### src/rtl/fwd_hazard_ctrl_pkg.sv
// Shared definitions for the forwarding/hazard controller: register width,
// operand-select encodings and the layout of one in-flight tracking entry.
package fwd_hazard_ctrl_pkg;

    localparam int REG_AW = 2;

    localparam logic [1:0] FWD_RF  = 2'b00;
    localparam logic [1:0] FWD_MEM = 2'b01;
    localparam logic [1:0] FWD_WB  = 2'b10;

    typedef struct packed {
        logic              valid;
        logic [REG_AW-1:0] dest;
        logic              reg_write;
        logic              mem_read;
    } trk_entry_t;

    // True when the tracked instruction will write register r.
    function automatic logic writes_reg(input trk_entry_t e, input logic [REG_AW-1:0] r);
        return e.valid && e.reg_write && (e.dest == r);
    endfunction

endpackage

### src/rtl/fwd_hazard_ctrl_sel_gen.sv
// Per-operand forward selector: picks the nearest in-flight producer of src.
// Purely combinational; the caller registers the result and applies bubbles.
module fwd_sel_gen
    import fwd_hazard_ctrl_pkg::*;
(
    input  logic [REG_AW-1:0] src_i,
    input  logic              used_i,
    input  trk_entry_t        ex_e_i,
    input  trk_entry_t        mem_e_i,
    output logic [1:0]        sel_nxt_o
);

    always_comb begin
        sel_nxt_o = FWD_RF;
        if (used_i && writes_reg(ex_e_i, src_i)) begin
            sel_nxt_o = FWD_MEM;
        end else if (used_i && writes_reg(mem_e_i, src_i)) begin
            sel_nxt_o = FWD_WB;
        end
    end

endmodule

### src/rtl/fwd_hazard_ctrl.sv
// Forwarding and load-use hazard control for the 5-stage pipeline.
// Operand selects are registered (valid while the consumer sits in EX); stall is combinational.
module fwd_hazard_ctrl
    import fwd_hazard_ctrl_pkg::*;
#(
    parameter int CNT_W = 16
) (
    input  logic              clk,
    input  logic              reset,
    input  logic              id_valid,
    input  logic [REG_AW-1:0] id_rs,
    input  logic [REG_AW-1:0] id_rt,
    input  logic              id_rs_used,
    input  logic              id_rt_used,
    input  logic [REG_AW-1:0] id_dest,
    input  logic              id_reg_write,
    input  logic              id_mem_read,
    input  logic              flush,
    output logic              stall,
    output logic [1:0]        fwd_sel_a,
    output logic [1:0]        fwd_sel_b,
    output logic [CNT_W-1:0]  stall_count
);

    trk_entry_t       ex_q, mem_q, wb_q;
    trk_entry_t       ex_d;
    logic [1:0]       sel_a_q, sel_b_q;
    logic [1:0]       sel_a_d, sel_b_d;
    logic [1:0]       sel_a_nxt, sel_b_nxt;
    logic [CNT_W-1:0] cnt_q, cnt_d;
    logic             bubble;

    // A load still in EX cannot forward its data yet, so a dependent ID
    // instruction waits one cycle; a flushed ID instruction never stalls.
    assign stall = id_valid && !flush && ex_q.mem_read &&
                   ((id_rs_used && writes_reg(ex_q, id_rs)) ||
                    (id_rt_used && writes_reg(ex_q, id_rt)));

    assign bubble = stall || flush || !id_valid;

    fwd_sel_gen u_sel_a (
        .src_i     (id_rs),
        .used_i    (id_rs_used),
        .ex_e_i    (ex_q),
        .mem_e_i   (mem_q),
        .sel_nxt_o (sel_a_nxt)
    );

    fwd_sel_gen u_sel_b (
        .src_i     (id_rt),
        .used_i    (id_rt_used),
        .ex_e_i    (ex_q),
        .mem_e_i   (mem_q),
        .sel_nxt_o (sel_b_nxt)
    );

    always_comb begin
        ex_d    = '0;
        sel_a_d = FWD_RF;
        sel_b_d = FWD_RF;
        if (!bubble) begin
            ex_d.valid     = 1'b1;
            ex_d.dest      = id_dest;
            ex_d.reg_write = id_reg_write;
            ex_d.mem_read  = id_mem_read;
            sel_a_d        = sel_a_nxt;
            sel_b_d        = sel_b_nxt;
        end
        cnt_d = cnt_q;
        if (stall && (cnt_q != {CNT_W{1'b1}})) begin
            cnt_d = cnt_q + 1'b1;
        end
    end

    always_ff @(posedge clk or posedge reset) begin
        if (reset) begin
            ex_q    <= '0;
            mem_q   <= '0;
            wb_q    <= '0;
            sel_a_q <= FWD_RF;
            sel_b_q <= FWD_RF;
            cnt_q   <= '0;
        end else begin
            wb_q    <= mem_q;
            mem_q   <= ex_q;
            ex_q    <= ex_d;
            sel_a_q <= sel_a_d;
            sel_b_q <= sel_b_d;
            cnt_q   <= cnt_d;
        end
    end

    assign fwd_sel_a   = sel_a_q;
    assign fwd_sel_b   = sel_b_q;
    assign stall_count = cnt_q;

endmodule

### config.mk
export PLATFORM = sky130hd
export DESIGN_NAME = fwd_hazard_ctrl
export DESIGN_NICKNAME = d
export VERILOG_FILES = /design/src/rtl/fwd_hazard_ctrl_pkg.sv /design/src/rtl/fwd_hazard_ctrl_sel_gen.sv /design/src/rtl/fwd_hazard_ctrl.sv
export SDC_FILE = /design/constraint.sdc
export NUM_CORES = 1
export LEC_CHECK = 0
export ABC_AREA = 1
export BUFFER_PORTS_ARGS = -buffer_cell sky130_fd_sc_hd__buf_2
export CORE_AREA = 2 2 103 55
export DETAILED_ROUTE_END_ITERATION = 7
export DIE_AREA = 0 0 105 57
export GPL_TIMING_DRIVEN = 0
export SETUP_SLACK_MARGIN = 0.2
export SYNTH_ARGS = -nofsm -noshare
export SYNTH_HDL_FRONTEND = slang
export SYNTH_SLANG_ARGS = --single-unit
### constraint.sdc
create_clock -name clk -period 2.15 [get_ports clk]
set_clock_uncertainty 0.2 [all_clocks]
set_input_delay 0.43 -clock clk [delete_from_list [all_inputs] [get_ports clk]]
set_output_delay 0.43 -clock clk [all_outputs]
set_load 0.02 [all_outputs]
* After elaboration in Yosys (flattened, before gate mapping)
Index checks and enable logic that the tools add are counted.
Storage, ports and cells: word-level logic and storage cells 42, register bits after elaboration 29
Cells by class: eq/ne operators 5, multiplexer cells 7, reduce and logical (&&, ||, !) cells 19, add/sub/neg operators 1
Operators with widths (number):
- $add 16x1->16 const B | 1
- $ne 16x16->1 const B | 1
- $logic_and 1x1->1 | 14
- $mux 2 | 6
- $eq 2x2->1 | 4
- $mux 5 | 1
- $logic_or 1x1->1 | 3
- $logic_not 1->1 | 2

* Logic depth before layout (Yosys ltp)
word-level depth 8, mapped depth 10, mapped depth without buffers 10

* Modules after synthesis
Synthesis repeated with hierarchy kept, for this count alone.
Second synthesis, totals: cell total of the unflattened synthesis 260, area total of the unflattened synthesis 1835.5 µm²
By module, submodules not included:
- fwd_hazard_ctrl | area an instance 1622.8 µm², instances 1, sequential area each 750.7 µm², cells an instance 216
- fwd_sel_gen | area an instance 106.4 µm², instances 2, sequential area each 0.0 µm², cells an instance 22

* Least setup slack after synthesis
OpenSTA, ideal clock, no wires.
path kind reg2reg, from reg cnt_q[1] (netlist: stall_count[1]), to reg cnt_q[2] (netlist: stall_count[2]), arrival 1.522 ns, cell stages (with the launch flop) 9, period minus slack after synthesis 1.796 ns, path buffers 1, library setup time 0.074 ns, required time 1.876 ns, path slack 0.354 ns, cells stage by stage dfrtp_1 -> ha_1 -> nand2_2 -> nor2_4 -> nand4_4 -> nand3_4 -> buf_8 -> nand2_1 -> o21ai_2
On the way: cells in the longest elaborated chain, start to end 2, elaborated cells on any way between the ends 3, classes of those cells add/sub: 1; eq/ne: 1; reduce/logical: 1
Ends and longest elaborated chain:
- start, declared | RTL line fwd_hazard_ctrl.sv:30 | logic [CNT_W-1:0] cnt_q, cnt_d;
- start signal, assigned | RTL line fwd_hazard_ctrl.sv:89 | cnt_q <= cnt_d;
- branches (longest 2 deep; another with $add 16x1->16)
Several ways; the timed one is not identified. A chain may end at the register's enable or synchronous reset.

* Worst setup path in the final report
from reg ex_q[1] (netlist name), to out stall
On the way: cells in the longest elaborated chain, start to end 5, elaborated cells on any way between the ends 7, classes of those cells reduce/logical: 7
Ends and longest elaborated chain:
- start, declared | RTL line fwd_hazard_ctrl.sv:25 | trk_entry_t ex_q, mem_q, wb_q;
- start signal, assigned | RTL line fwd_hazard_ctrl.sv:77 | ex_q <= '0;
- start signal, assigned | RTL line fwd_hazard_ctrl.sv:86 | ex_q <= ex_d;
- $logic_and 1x1->1 (*) | RTL line fwd_hazard_ctrl_pkg.sv:20 | return e.valid && e.reg_write && (e.dest == r);
- $logic_and 1x1->1 | RTL line fwd_hazard_ctrl_pkg.sv:20
- $logic_and 1x1->1, on equally long branches | RTL line fwd_hazard_ctrl.sv:36, fwd_hazard_ctrl.sv:37
- $logic_or 1x1->1 (*) | RTL line fwd_hazard_ctrl.sv:36 | ((id_rs_used && writes_reg(ex_q, id_rs)) ||
- $logic_and 1x1->1 (*) | RTL line fwd_hazard_ctrl.sv:35 | assign stall = id_valid && !flush && ex_q.mem_read &&
- end, declared | RTL line fwd_hazard_ctrl.sv:19 | output logic stall,
Every way passes the cells marked *; elsewhere a longest branch is shown, timed or not.

==> metrics.txt <==
floorplan die area=~6000 µm²; flip-flop cell with the highest count after synthesis=dfrtp_1; headroom to the max-slew limit=0.257; worst min-delay path class=input pin to flip-flop; cell family contributing the most delay on the critical path=simple AND/OR/NAND/NOR gates; combinational fraction of design power=0.052; depth of the critical timing path with buffers and inverters included=5; maximum number of pins on one net before global-route repair=30; initial antenna violation count=0; post-synth top area cell=dfrtp_1; setup repair after global routing missed its margin=yes; run status=finished clean; half-perimeter wire length after detailed placement=2960 µm; y dimension of the die=roughly 57 µm; worst-margin pin slew=1.11 ns; critical path data arrival time=roughly 1.4 ns; Synth Register Bits=29; power per unit of standard cell area=518 nW/µm²; average cell area after synthesis=8.20 µm²; worst hold-check slack=0.134 ns; final count of hold timing violations=0; initial standard-cell utilization of the core=0.334; Residual DRC=0; largest fanout on the critical path=2; first-pass GRT wire length=6890 µm; number of maximum-capacitance constraint violations=0; power spent charging and discharging nets=269 µW; area growth from synthesis to layout=26.5%; Reg2Reg Capture Point=stall_count[2]; all-layer global routing usage=0.152; remaining global-route overflow=0; number of sinks driven by the clock tree=29; clock buffer depth=2; standby leakage power=1.08 nW; clock transition at the registers of the reported paths=approximately 0.06 ns; Synth async-reset ratio=1.00; number of standard cells in the layout, taps in and fillers out=333; slowest CP cell=dfrtp_1; reg-to-reg setup timing slack=about 0.32 ns; post-route cell area=2190 µm²; internal power consumption=864 µW; library cells used by synthesis=24; post-layout total power=1.13 mW; antenna violation net count after detailed routing=0; fin crit share=0.924; area of placed instances=1990 µm²; number of instances in the placed design=around 320; final critical path time including I/O delays and setup=1.99 ns; master cell of the clock root buffer=clkbuf_8; critical path buffer and inverter count=1; portion of synthesized cell area occupied by the leading cell type=0.419; insertion delay to the later sink of the worst-skew pair=0.29 ns; library cell with the highest instance count after synthesis=nand2_1; fraction of layout cells with a size suffix above 1=0.362; Crit Path Category=flip-flop to output pin; input/output buffers=34; launching instance or port of the critical path=ex_q[1]; drt via density=4.39; Synthesized Nets=226; net total in the final layout=roughly 270; Routed WL=3980 µm; largest stage delay on the critical path=between 0.3 and 0.4 ns; via count of the first global-routing pass=1369; hold_buf cts=0; relative contribution of sequential cells to total power=0.493; peak supply drop=222 µV; number of enable-type register cells in the synthesized netlist=0; DIE WIDTH=105 µm; per-cell routed wire length=approximately 12 µm; cells on worst reg2reg path=8; Rows=19; total clock buffers created by CTS=5; I/O pin count=35; cell types with the highest counts after synthesis=51 x nand2_1, 35 x inv_1, 29 x dfrtp_1; Finished Core Util=0.422; setup tns final=0 ns; iteration-0 DRC count of the detailed router=71; net switching share of the total power=0.237; Max Slew Vio Count=0; critical path endpoint category=output pin; clock tree from TritonCTS=done; cell types occupying the most area after synthesis=dfrtp_1 42%, nand2_1 11%, inv_1 7.6%, o21ai_2 6.6%, nor2_1 5.2%; worst reg2reg startpoint=stall_count[1]; ordered cell list for the critical path=nand2_1 > nor2_2 > nand3_4 > a21oi_4 > buf_6; type of origin of the critical path=flip-flop; area of the mapped netlist=approximately 1700 µm²; proportion of synthesized chip area in sequential cells=0.419; Worst Setup Slack post-DPL=between 0.15 and 0.2 ns; detailed-router iteration count before antenna repair=5; final estimated routing congestion in global placement=0.842; required time worst endpoint=1.52 ns; setup-violating endpoint count in the final report=0; clock share of power=0.455; maximum achievable frequency=0.504 GHz; Warnings, synthesis=0; final setup margin=0.164 ns; endpoint of the worst setup timing path=stall; Core Footprint=5180 µm²; final antenna diode count=0; total via count after detailed routing=between 1000 and 1500; post-synthesis cell count=211; H-tree lvl count=2
## layer usage
| layer | up-vias | GRT usage | routed length (µm) |
|---|---|---|---|
| li1 | 747 | - | - |
| met1 | 670 | 0.242 | 2300 |
| met2 | 37 | 0.185 | 1390 |
| met3 | 7 | 0.0457 | 226 |
| met4 | 0 | 0.0629 | 68 |
| met5 | - | 0 | 0 |
## state kept, by name, indices dropped and copies added, names as in the netlist
signal / count
fwd_sel_a: 2
mem_q: 4
fwd_sel_b: 2
stall_count: 16
ex_q: 5
## cell usage in the layout (no fill, tap or decap), types with 3 or more instances in the layout
cell type  count
nand4_1        5
o21ai_2       13
nand2_2       11
nor2_4         3
clkbuf_8       7
dfrtp_1       27
xnor2_1        8
inv_1         35
buf_2         33
nor2_1        23
nand3_1       12
buf_4          7
nand2_1       49
## repair_timing
| item | CTS | global route |
|---|---|---|
| endpoints found under the setup margin | 1 | 1 |
| buffers inserted | 7 | 0 |
| resized for setup | 7 | 4 |
| pin swaps | 4 | 0 |
| cloned | 0 | 0 |
## worst min path at each step
stage / slack, ns / start / endpoint / cells after the start
after floorplan: 0.15 / ex_q[1] / mem_q[1] / 0
after global placement: 0.16 / ex_q[4] / mem_q[4] / 0
after detailed placement: 0.17 / ex_q[4] / mem_q[4] / 0
after CTS: 0.14 / id_dest[0] / ex_q[2] / 3
after global routing: 0.13 / id_dest[1] / ex_q[3] / 3
final: 0.13 / id_dest[0] / ex_q[2] / 3
## area by class of cell
| cell class | count | area (µm²) |
|---|---|---|
| Clock buffer | 7 | 96.3 |
| Buffer | 2 | 30.0 |
| Tap cell | 73 | 91.3 |
| Sequential cell | 29 | 728 |
| Clock inverter | 1 | 5.00 |
| Fill cell | 549 | 2990 |
| Multi-Input combinational cell | 142 | 852 |
| Inverter | 38 | 156 |
| Timing Repair Buffer | 41 | 229 |
## kinds of logic after synthesis
kind of cell	synth area share
buffers and inverters	0.108
adders and majority gates	0.00723
and+or+nand+nor	0.322
AOI/OAI and AO/OA	0.0875
DFF	0.419
xor gates and xnor gates	0.0557
## power by group through the flow
stage	clock, mW	combinational (mW)	sequential (mW)
3_5_place_dp	0	0.0549	0.569
4_1_cts	0.525	0.0595	0.559
6_report	0.516	0.0586	0.559
3_3_place_gp	0	0.0535	0.569
5_1_grt	0.544	0.0676	0.560
2_1_floorplan	0	0.0322	0.568
## worst register-to-register path, cell delays in order (launching register included)
cell     delay (ns)
dfrtp_1        0.42
ha_1           0.25
nand2_2        0.09
nor2_4         0.13
nand4_4        0.15
nand3_4        0.20
buf_8          0.19
nand2_1        0.08
o21ai_2        0.06
No activity file was read; power rests on OpenSTA's default activity.
